<file path="src/rtl/result_store.sv">
// result_store: captures N MAC lane sums on start and writes them to
// consecutive memory words over Avalon-MM, pulsing done after the last beat.
// Ports:
//   clk, rst        - clock, asynchronous active-high reset
//   start, sum      - capture request and the N unsigned lane sums
//   busy, done      - store in progress, one-cycle completion pulse
//   avm_*           - Avalon-MM write master (address/write/data/be/wait)
module result_store #(
  parameter int N = 8,
  parameter int SUM_W = 24,
  parameter int DATA_W = 32,
  parameter int ADDR_W = 32,
  parameter logic [ADDR_W-1:0] BASE_ADDR = '0
) (
  input  logic                  clk,
  input  logic                  rst,
  input  logic                  start,
  input  logic [SUM_W-1:0]      sum [0:N-1],
  output logic                  busy,
  output logic                  done,
  output logic [ADDR_W-1:0]     avm_address,
  output logic                  avm_write,
  output logic [DATA_W-1:0]     avm_writedata,
  output logic [DATA_W/8-1:0]   avm_byteenable,
  input  logic                  avm_waitrequest
);

  localparam int IW = (N > 1) ? $clog2(N) : 1;
  localparam logic [ADDR_W-1:0] STEP = ADDR_W'(DATA_W / 8);
  localparam logic [IW-1:0] LAST = IW'(N - 1);

  typedef enum logic [1:0] {
    IDLE,
    WRITE,
    FIN
  } state_t;

  state_t           state;
  logic [IW-1:0]    idx;
  logic [IW-1:0]    nidx;
  logic [SUM_W-1:0] snap [0:N-1];
  logic             accept;

  function automatic logic [DATA_W-1:0] zext(
    input logic [SUM_W-1:0] v
  );
    logic [DATA_W-1:0] r;
    r = '0;
    r[SUM_W-1:0] = v;
    return r;
  endfunction

  assign accept = avm_write && !avm_waitrequest;
  assign nidx = idx + 1'b1;
  assign avm_byteenable = '1;

  // Outputs are computed one beat ahead so every
  // avm_* signal comes straight from a flop.
  always_ff @(posedge clk or posedge rst) begin
    if (rst) begin
      state <= IDLE;
      idx <= '0;
      busy <= 1'b0;
      done <= 1'b0;
      avm_write <= 1'b0;
      avm_address <= BASE_ADDR;
      avm_writedata <= '0;
      for (int i = 0; i < N; i++) snap[i] <= '0;
    end else begin
      unique case (state)
        IDLE: begin
          if (start) begin
            for (int i = 0; i < N; i++) snap[i] <= sum[i];
            idx <= '0;
            busy <= 1'b1;
            avm_write <= 1'b1;
            avm_address <= BASE_ADDR;
            avm_writedata <= zext(sum[0]);
            state <= WRITE;
          end
        end
        WRITE: begin
          if (accept) begin
            if (idx == LAST) begin
              avm_write <= 1'b0;
              done <= 1'b1;
              state <= FIN;
            end else begin
              idx <= nidx;
              avm_address <= avm_address + STEP;
              avm_writedata <= zext(snap[nidx]);
            end
          end
        end
        FIN: begin
          done <= 1'b0;
          busy <= 1'b0;
          idx <= '0;
          avm_address <= BASE_ADDR;
          avm_writedata <= '0;
          state <= IDLE;
        end
        default: begin
          busy <= 1'b0;
          done <= 1'b0;
          avm_write <= 1'b0;
          state <= IDLE;
        end
      endcase
    end
  end

endmodule

</file>
<file path="config.mk">
export PLATFORM = sky130hd
export DESIGN_NAME = result_store
export DESIGN_NICKNAME = d
export VERILOG_FILES = /design/src/rtl/result_store.sv
export SDC_FILE = /design/constraint.sdc
export NUM_CORES = 1
export LEC_CHECK = 0
export ABC_AREA = 0
export BUFFER_PORTS_ARGS = -buffer_cell sky130_fd_sc_hd__buf_4
export CELL_PAD_IN_SITES_DETAIL_PLACEMENT = 1
export CELL_PAD_IN_SITES_GLOBAL_PLACEMENT = 2
export CORE_MARGIN = 8
export CORE_UTILIZATION = 35
export DETAILED_ROUTE_END_ITERATION = 8
export GPL_TIMING_DRIVEN = 0
export MAX_ROUTING_LAYER = met4
export PLACE_DENSITY_LB_ADDON = 0.25
export SYNTH_ARGS = -nofsm -noshare
export SYNTH_HDL_FRONTEND = slang
export SYNTH_SLANG_ARGS = --single-unit
</file>
<file path="constraint.sdc">
create_clock -name clk -period 11.09 [get_ports clk]
set_input_delay 1.6635 -clock clk [delete_from_list [all_inputs] [get_ports clk]]
set_output_delay 1.6635 -clock clk [all_outputs]
set_load 0.05 [all_outputs]
</file>
==> results of run 1 <==
-- state kept, by name, indices dropped and copies added, names as in the netlist --
signal         flops
snap             192
idx                3
avm_address       30
done               1
avm_writedata     24
state              2
busy               1
avm_write          1
-- worst min-delay path by stage --
stage | start | slack [ns] | to
finish | snap[142] | 0.50 | snap[142]
detailed placement | snap[142] | 0.49 | snap[142]
floorplan | snap[120] | 0.47 | snap[120]
global route | snap[142] | 0.50 | snap[142]
CTS | snap[142] | 0.50 | snap[142]
global placement | snap[142] | 0.48 | snap[142]
-- logic make-up (layout without fill, tap and decap cells) --
group | after synthesis | count (layout) | synth area share (%)
AO/OA/AOI/OAI | 156 | 156 | 8.871
other | 2 | 17 | 0.06423
AND/OR/NAND/NOR | 150 | 150 | 6.570
flip-flops | 254 | 254 | 54.36
buffers and inverters | 85 | 392 | 3.285
XOR/XNOR | 13 | 13 | 0.9738
multiplexers | 268 | 268 | 25.02
adder cells (fa/ha/maj) | 8 | 8 | 0.8561
-- power breakdown --
| part | switching (W) | internal [W] |
|---|---|---|
| clock | 0.000378 | 0.000568 |
| combinational | 0.00116 | 0.000820 |
| sequential | 0.000227 | 0.00135 |
-- worst max-delay path, stage by stage --
cell       delay [ns]
buf_4            0.10
nand2b_1         0.24
a2111oi_4        0.50
clkbuf_1         0.53
buf_1            0.55
a21oi_1          0.16
-- through the flow --
step	power (W)	instance area (sq um)	util (%)	hold slack, ns
2_1_floorplan	0.002897	11740	-	0.4712
3_3_place_gp	0.003537	14190	42.74	0.4804
3_5_place_dp	0.003591	14250	42.93	0.4852
4_1_cts	0.004562	15190	45.75	0.4973
5_1_grt	0.004777	15190	45.77	0.5010
6_report	0.004501	15190	45.77	0.4955
-- routing by layer --
layer / GRT usage, % / up-vias / part of all wire [%]
met3: 3.925 / 47 / 5.0
met2: 32.83 / 167 / 49
met5: - / - / 0
met4: 4.337 / 0 / 2.1
li1: - / 3994 / -
met1: 25.31 / 4388 / 44
-- cell usage in the layout, fill, tap and decap left out, types with 3 or more instances in the layout --
master and instances:
diode_2 3, dfrtp_1 254, xor2_1 11, clkbuf_8 5, nor2b_1 27, or3_1 5
o21ai_0 16, mux2_2 194, nand4_1 9, nor2_1 47, and3_1 3, nor3_1 6
buf_2 10, o31ai_1 3, conb_1 14, mux2i_1 74, buf_1 5, clkbuf_16 31
nand2_1 22, a21oi_1 59, nand3_1 15, a211oi_1 25, or4_1 5, buf_4 266
clkbuf_1 62, a32oi_1 24, inv_1 8, a22oi_1 24, ha_1 8
-- cell type report --
class	count	area share (%)
multi-input combinational	609	32.89
sequential	254	41.83
antenna	3	0.04941
clock buffer	52	5.954
inverter	10	0.2964
buffer	75	2.281
clock inverter	1	0.1976
timing repair buffer	254	12.81
tap	448	3.689
==> results.md, run 1 <==
* Status: completed
* Critical path startpoint: avm_waitrequest
* CP arrival at roughly 3.8 ns
* Place WS at 7.166 ns
* Hold_buf cts at 0
* Final GP Congestion at 0.7982
* Wire per inst at between 20 and 25 um
* Die Y at 198.8 um
* Reg clk slew, reported paths at approximately 0.060 ns
* Die X at 198.8 um
* Leading area contributor after synthesis: dfrtp_1
* Antenna violations before repair at 3
* Register bit count reported by yosys at 254
* Worst-skew pair later-pin latency at 0.55 ns
* Hold-critical path depth at 1
* Die ar. at 39510 sq um
* Synth top area share at a little over half
* First-pass GRT wire length at 58440 um
* RSZ-0062 raised after global routing: false
* Leak Pwr at around 6.6 nW
* Tot GR Track Use at between 10% and 20%
* Worst setup margin at 7.734 ns
* EDFF count, synth at 0
* Worst EP required at 11.48 ns
* I/O Buffers at 252
* CTS max path bufs at 3
* Asr flop ratio synth at 100.0%
* Worst min-delay path class: reg -> reg
* Cells after DPL at 1650
* Multi-input logic area at 4997 sq um
* Sequential area share after synthesis at 54.36%
* Fillers at between 3000 and 4000
* Slew HR at 38.52%
* Largest net degree at the start of global routing at between 100 and 150
* Worst r2r path cells at 9
* Startpoint Class: input pin
* H-Tree Depth at 1
* Hold Violations, Final at 0
* Predominant post-synthesis flop cell: dfrtp_1
* Vias at 8596
* FF-to-FF Start: idx[0]
* Final TNS setup at 0 ns
* Part of the cycle the worst path needs at 30.26%
* Mapped Cells at 936
* Synth area leaders: dfrtp_1 (54%), mux2_2 (19%), mux2i_1 (6.3%)
* Critical path endpoint: avm_writedata[1]
* Layout area overhead at 29.95%
* Setup crit end kind: flop
* Worst-Margin Slew at ~0.92 ns
* DRC violation count after routing at 0
* Io pins at 267
* Fmax at 0.2980 GHz
* Seq. cell area at 6356 sq um
* Final #Nets at 1438
* Worst R2R Setup Slack at between 7 and 8 ns
* Fin. max-slew vios at 0
* CTS buffer count at 30
* Root buffer cell: clkbuf_16
* Core region area at between 30000 and 40000 sq um
* Number of global-route vias before repair at 9627
* Postcts setup bufs at 0
* Max-cap violation count at 0
* Final cell count without fillers at 1706
* VDD IR max at approximately 130 uV
* Syn_area_per_cell at between 10 and 15 sq um
* Setup violations, final at 0
* Distinct cells, synth at slightly above 40
* Count leader, synth: dfrtp_1
* Synth warn at 0
* CTS tree: done
* Share of cells above drive strength 1 at 40.96%
* DR pass1 iterations at 4
* Post-route ant nets at 0
* Commonest cells in the synthesized netlist: dfrtp_1 (254), mux2_2 (194), mux2i_1 (74)
* Clock Sinks at 254
* PwrDens at between 200 and 300 nW/um^2
* HPWL after detailed placement at between 20000 and 30000 um
* Worst flop-to-flop path endpoint: avm_writedata[13]
* Critical path class: in -> reg
* Crit-path max FO at 10
* Post-CTS Resized at 0
* Avg Vias per Cell at 5.039
* Synth Cell Area at about 12000 sq um
* Worst Clk Skew at 0.005772 ns
* Cell Rows at 67
* GR Overflow Total at 0
* Final Critical Period at 3.356 ns
* Final WL at 38840 um
* DR iter-0 viols at 290
* Initial Utilization at 35.22%
Power figures use the tool's default switching activity.
==> run 2: changes to the inputs <==
==> constraint.sdc (replaced) <==
create_clock -name clk -period 3.1 [get_ports clk]
set_input_delay 0.465 -clock clk [delete_from_list [all_inputs] [get_ports clk]]
set_output_delay 0.465 -clock clk [all_outputs]
set_load 0.05 [all_outputs]
==> run 2 against run 1 <==
  * Non-clock buffer count is 6 higher
  * Flip-flop and latch count stayed put
  * Setup slack worse by 7.5 ns
  * Via count hardly changed
  * Final cell count is 0.41% higher
  * Clock-buffer cell count is 8 lower
  * Clock power grew to 3.5 times the previous value
  * Sequential share of layout area is 0.27 points lower
  * Combinational power grew to 3.6 times the previous value
  * Register-to-register slack worse by 7.7 ns
  * Wire length is 0.13% lower
==> results.md, run 2 (synthesis gave the netlist of run 1 again) <==
* Status: completed
* Setup crit end kind: flop
* Cells after DPL at 1655 (+0.30%)
* RSZ-0062 raised after global routing: false
* Initial Utilization at 35.22% (unchanged)
* Worst-skew pair later-pin latency at 0.56 ns (about the same)
* WP buf/inv at 3 (unchanged)
* HPWL after detailed placement at 29690 um (+1.8%)
* CTS max path bufs at 3 (unchanged)
* Core region area at 33200 sq um (unchanged)
* Commonest cells after routing, fill and taps aside: buf_4 (266), dfrtp_1 (254), mux2_2 (194), mux2i_1 (74), a21oi_1 (59)
* First-pass GRT wire length at 58860 um (+0.73%)
* H-Tree Depth at 1 (unchanged)
* Total power at 0.01606 W (+260%)
* Layout area overhead at 30.79%
* Largest Register: snap
* Tot GR Track Use at 20.11% (+0.16 points)
* I/O Buffers at 252 (unchanged)
* Slowest stage delay, CP at 0.75 ns (+0.20 ns)
* Place WS at -0.1102 ns (-7.276 ns)
* Part of the cycle the worst path needs at 92.71%
* VDD IR max at 508.2 uV (+290%)
* Share of cells above drive strength 1 at 42.30% (+1.3 points)
* CP arrival at 3.30 ns (-0.45 ns)
* Final WL at 38790 um (-0.13%)
* Setup violations, final at 0 (unchanged)
* Worst EP required at 3.53 ns (-7.95 ns)
* Worst Clk Skew at 0.01448 ns (+0.008710 ns)
* Largest net degree at the start of global routing at 41 (-67%)
* Startpoint Class: flop
* Reg clk slew, reported paths at 0.06 ns (about the same)
* Antenna violations before repair at 5 (+2)
* Avg Vias per Cell at 5.015 (-0.48%)
* Io pins at 267 (unchanged)
* Wire per inst at 22.64 um (-0.54%)
* Top delay family on crit path: buffers and inverters
* Slew HR at 38.93% (+0.41 points)
* Fin. max-slew vios at 0 (unchanged)
* DR pass1 iterations at 4 (unchanged)
* GR Overflow Total at 0 (unchanged)
* CP max stage cell: clkbuf_1
* Number of global-route vias before repair at 9706 (+0.82%)
* DP Area at 14330 sq um (+0.57%)
* Worst setup margin at 0.2259 ns (-7.508 ns)
* Fmax at 0.3479 GHz
* Post-route ant nets at 0 (unchanged)
* DR iter-0 viols at 259 (-11%)
* Commonest non-fill, non-tap cell in the layout: buf_4
* Leak Pwr at 6.624 nW (+1.0%)
* CTS buffer count at 29 (-3.3%)
* Root buffer cell: clkbuf_16
* Worst min-delay path class: in -> reg
* Die X at 198.8 um (unchanged)
* DRC violation count after routing at 0 (unchanged)
* Final cell count without fillers at 1713 (+0.41%)
* Worst-Margin Slew at 0.9161 ns (-0.006159 ns)
* Vias at 8590 (-0.070%)
* Worst r2r path cells at 6 (-3)
* PwrDens at 1050 nW/um^2 (+250%)
* Final Critical Period at about 2.9 ns
* Max FFs per register at 192 (unchanged)
* Final #Nets at 1443 (+0.35%)
* Final GP Congestion at 0.7846 (-1.7%)
* Critical-path cell list: inv_1, ha_1, nand2_1, clkbuf_1, clkbuf_1, mux2_2
* Die Y at 198.8 um (unchanged)
* Cell Rows at 67 (unchanged)
* Die ar. at 39510 sq um (unchanged)
* Hold Violations, Final at 0 (unchanged)
* Critical path class: reg -> reg
* Fin area at 15290 sq um (+0.64%)
* CTS tree: done
* WP depth at 6 (unchanged)
* Hold-critical path depth at 2 (+1)
* Max-cap violation count at 0 (unchanged)
* Crit-path most repeated cell: clkbuf_1
* Crit-path max FO at 10 (unchanged)
* Biggest regs: snap (192), avm_address (30), avm_writedata (24)
* Clock Sinks at 254 (unchanged)
## run 2: cell types whose count changed in the layout (fill, tap and decap cells not counted), sizes merged
cell         delta
buf             +4
clkbuf          -7
dlygate4sd3     +1
bufinv          -1
clkinvlp        +2
clkinv          +6
diode           +2
## run 2: metal layers
layer	vias to the layer above	share of wire [%]	global-route usage, %
met1	4330	43	25.41
li1	4002	-	-
met3	65	5.5	4.500
met4	0	2.4	4.886
met2	193	49	32.55
met5	-	0	-
## run 2: worst reg2reg max path, cell delays in order (launching register included)
cell      delay, ns
dfrtp_1        0.42
inv_1          0.11
ha_1           0.24
nand2_1        0.22
clkbuf_1       0.59
clkbuf_1       0.76
mux2_2         0.42
## run 2: final cells by class
type / count / area (sq um)
fillers: 3638 / 17900
flip-flops and latches: 254 / 6356
repair buffers: 260 / 2042
multi-input cells: 609 / 4997
diodes: 5 / 12.51
plain buffers: 75 / 352.8
well taps: 448 / 560.5
inverters: 10 / 41.29
clock buffers: 44 / 872.1
clock inverters: 8 / 57.56
## run 2: final timing paths
kind | end | slack [ns] | start
worst max-delay path | snap[45] | 0.23 | state[1]
worst min-delay path | snap[61] | 0.13 | sum[61]
worst max register to register | snap[45] | 0.23 | state[1]
worst min register to register | snap[138] | 0.50 | snap[138]
max in group asynchronous | snap[115] | 1.53 | rst
min in group asynchronous | avm_address[23] | 0.52 | rst
## run 2: what timing repair did
item | CTS | global route
hold buffers | 1 | 0
endpoints found under the hold margin | 22 | 0
buffers inserted | 0 | 0
endpoints found under the setup margin | 7 | 13
resized for setup | 4 | 5
## run 2: through the flow
| stage | hold slack [ns] | TNS (ns) | util (%) |
|---|---|---|---|
| floorplan | 0.4712 | -180.00 | - |
| global placement | 0.4800 | -639.83 | 42.76 |
| detailed placement | 0.4866 | -0.3708 | 43.18 |
| CTS | 0.1061 | 0 | 46.04 |
| global route | 0.1083 | 0 | 46.07 |
| finish | 0.1347 | 0 | 46.07 |
## run 2: power by group
group          switching [W]  internal (W)
clock network        0.00139       0.00194
logic                0.00414       0.00295
registers           0.000803       0.00483
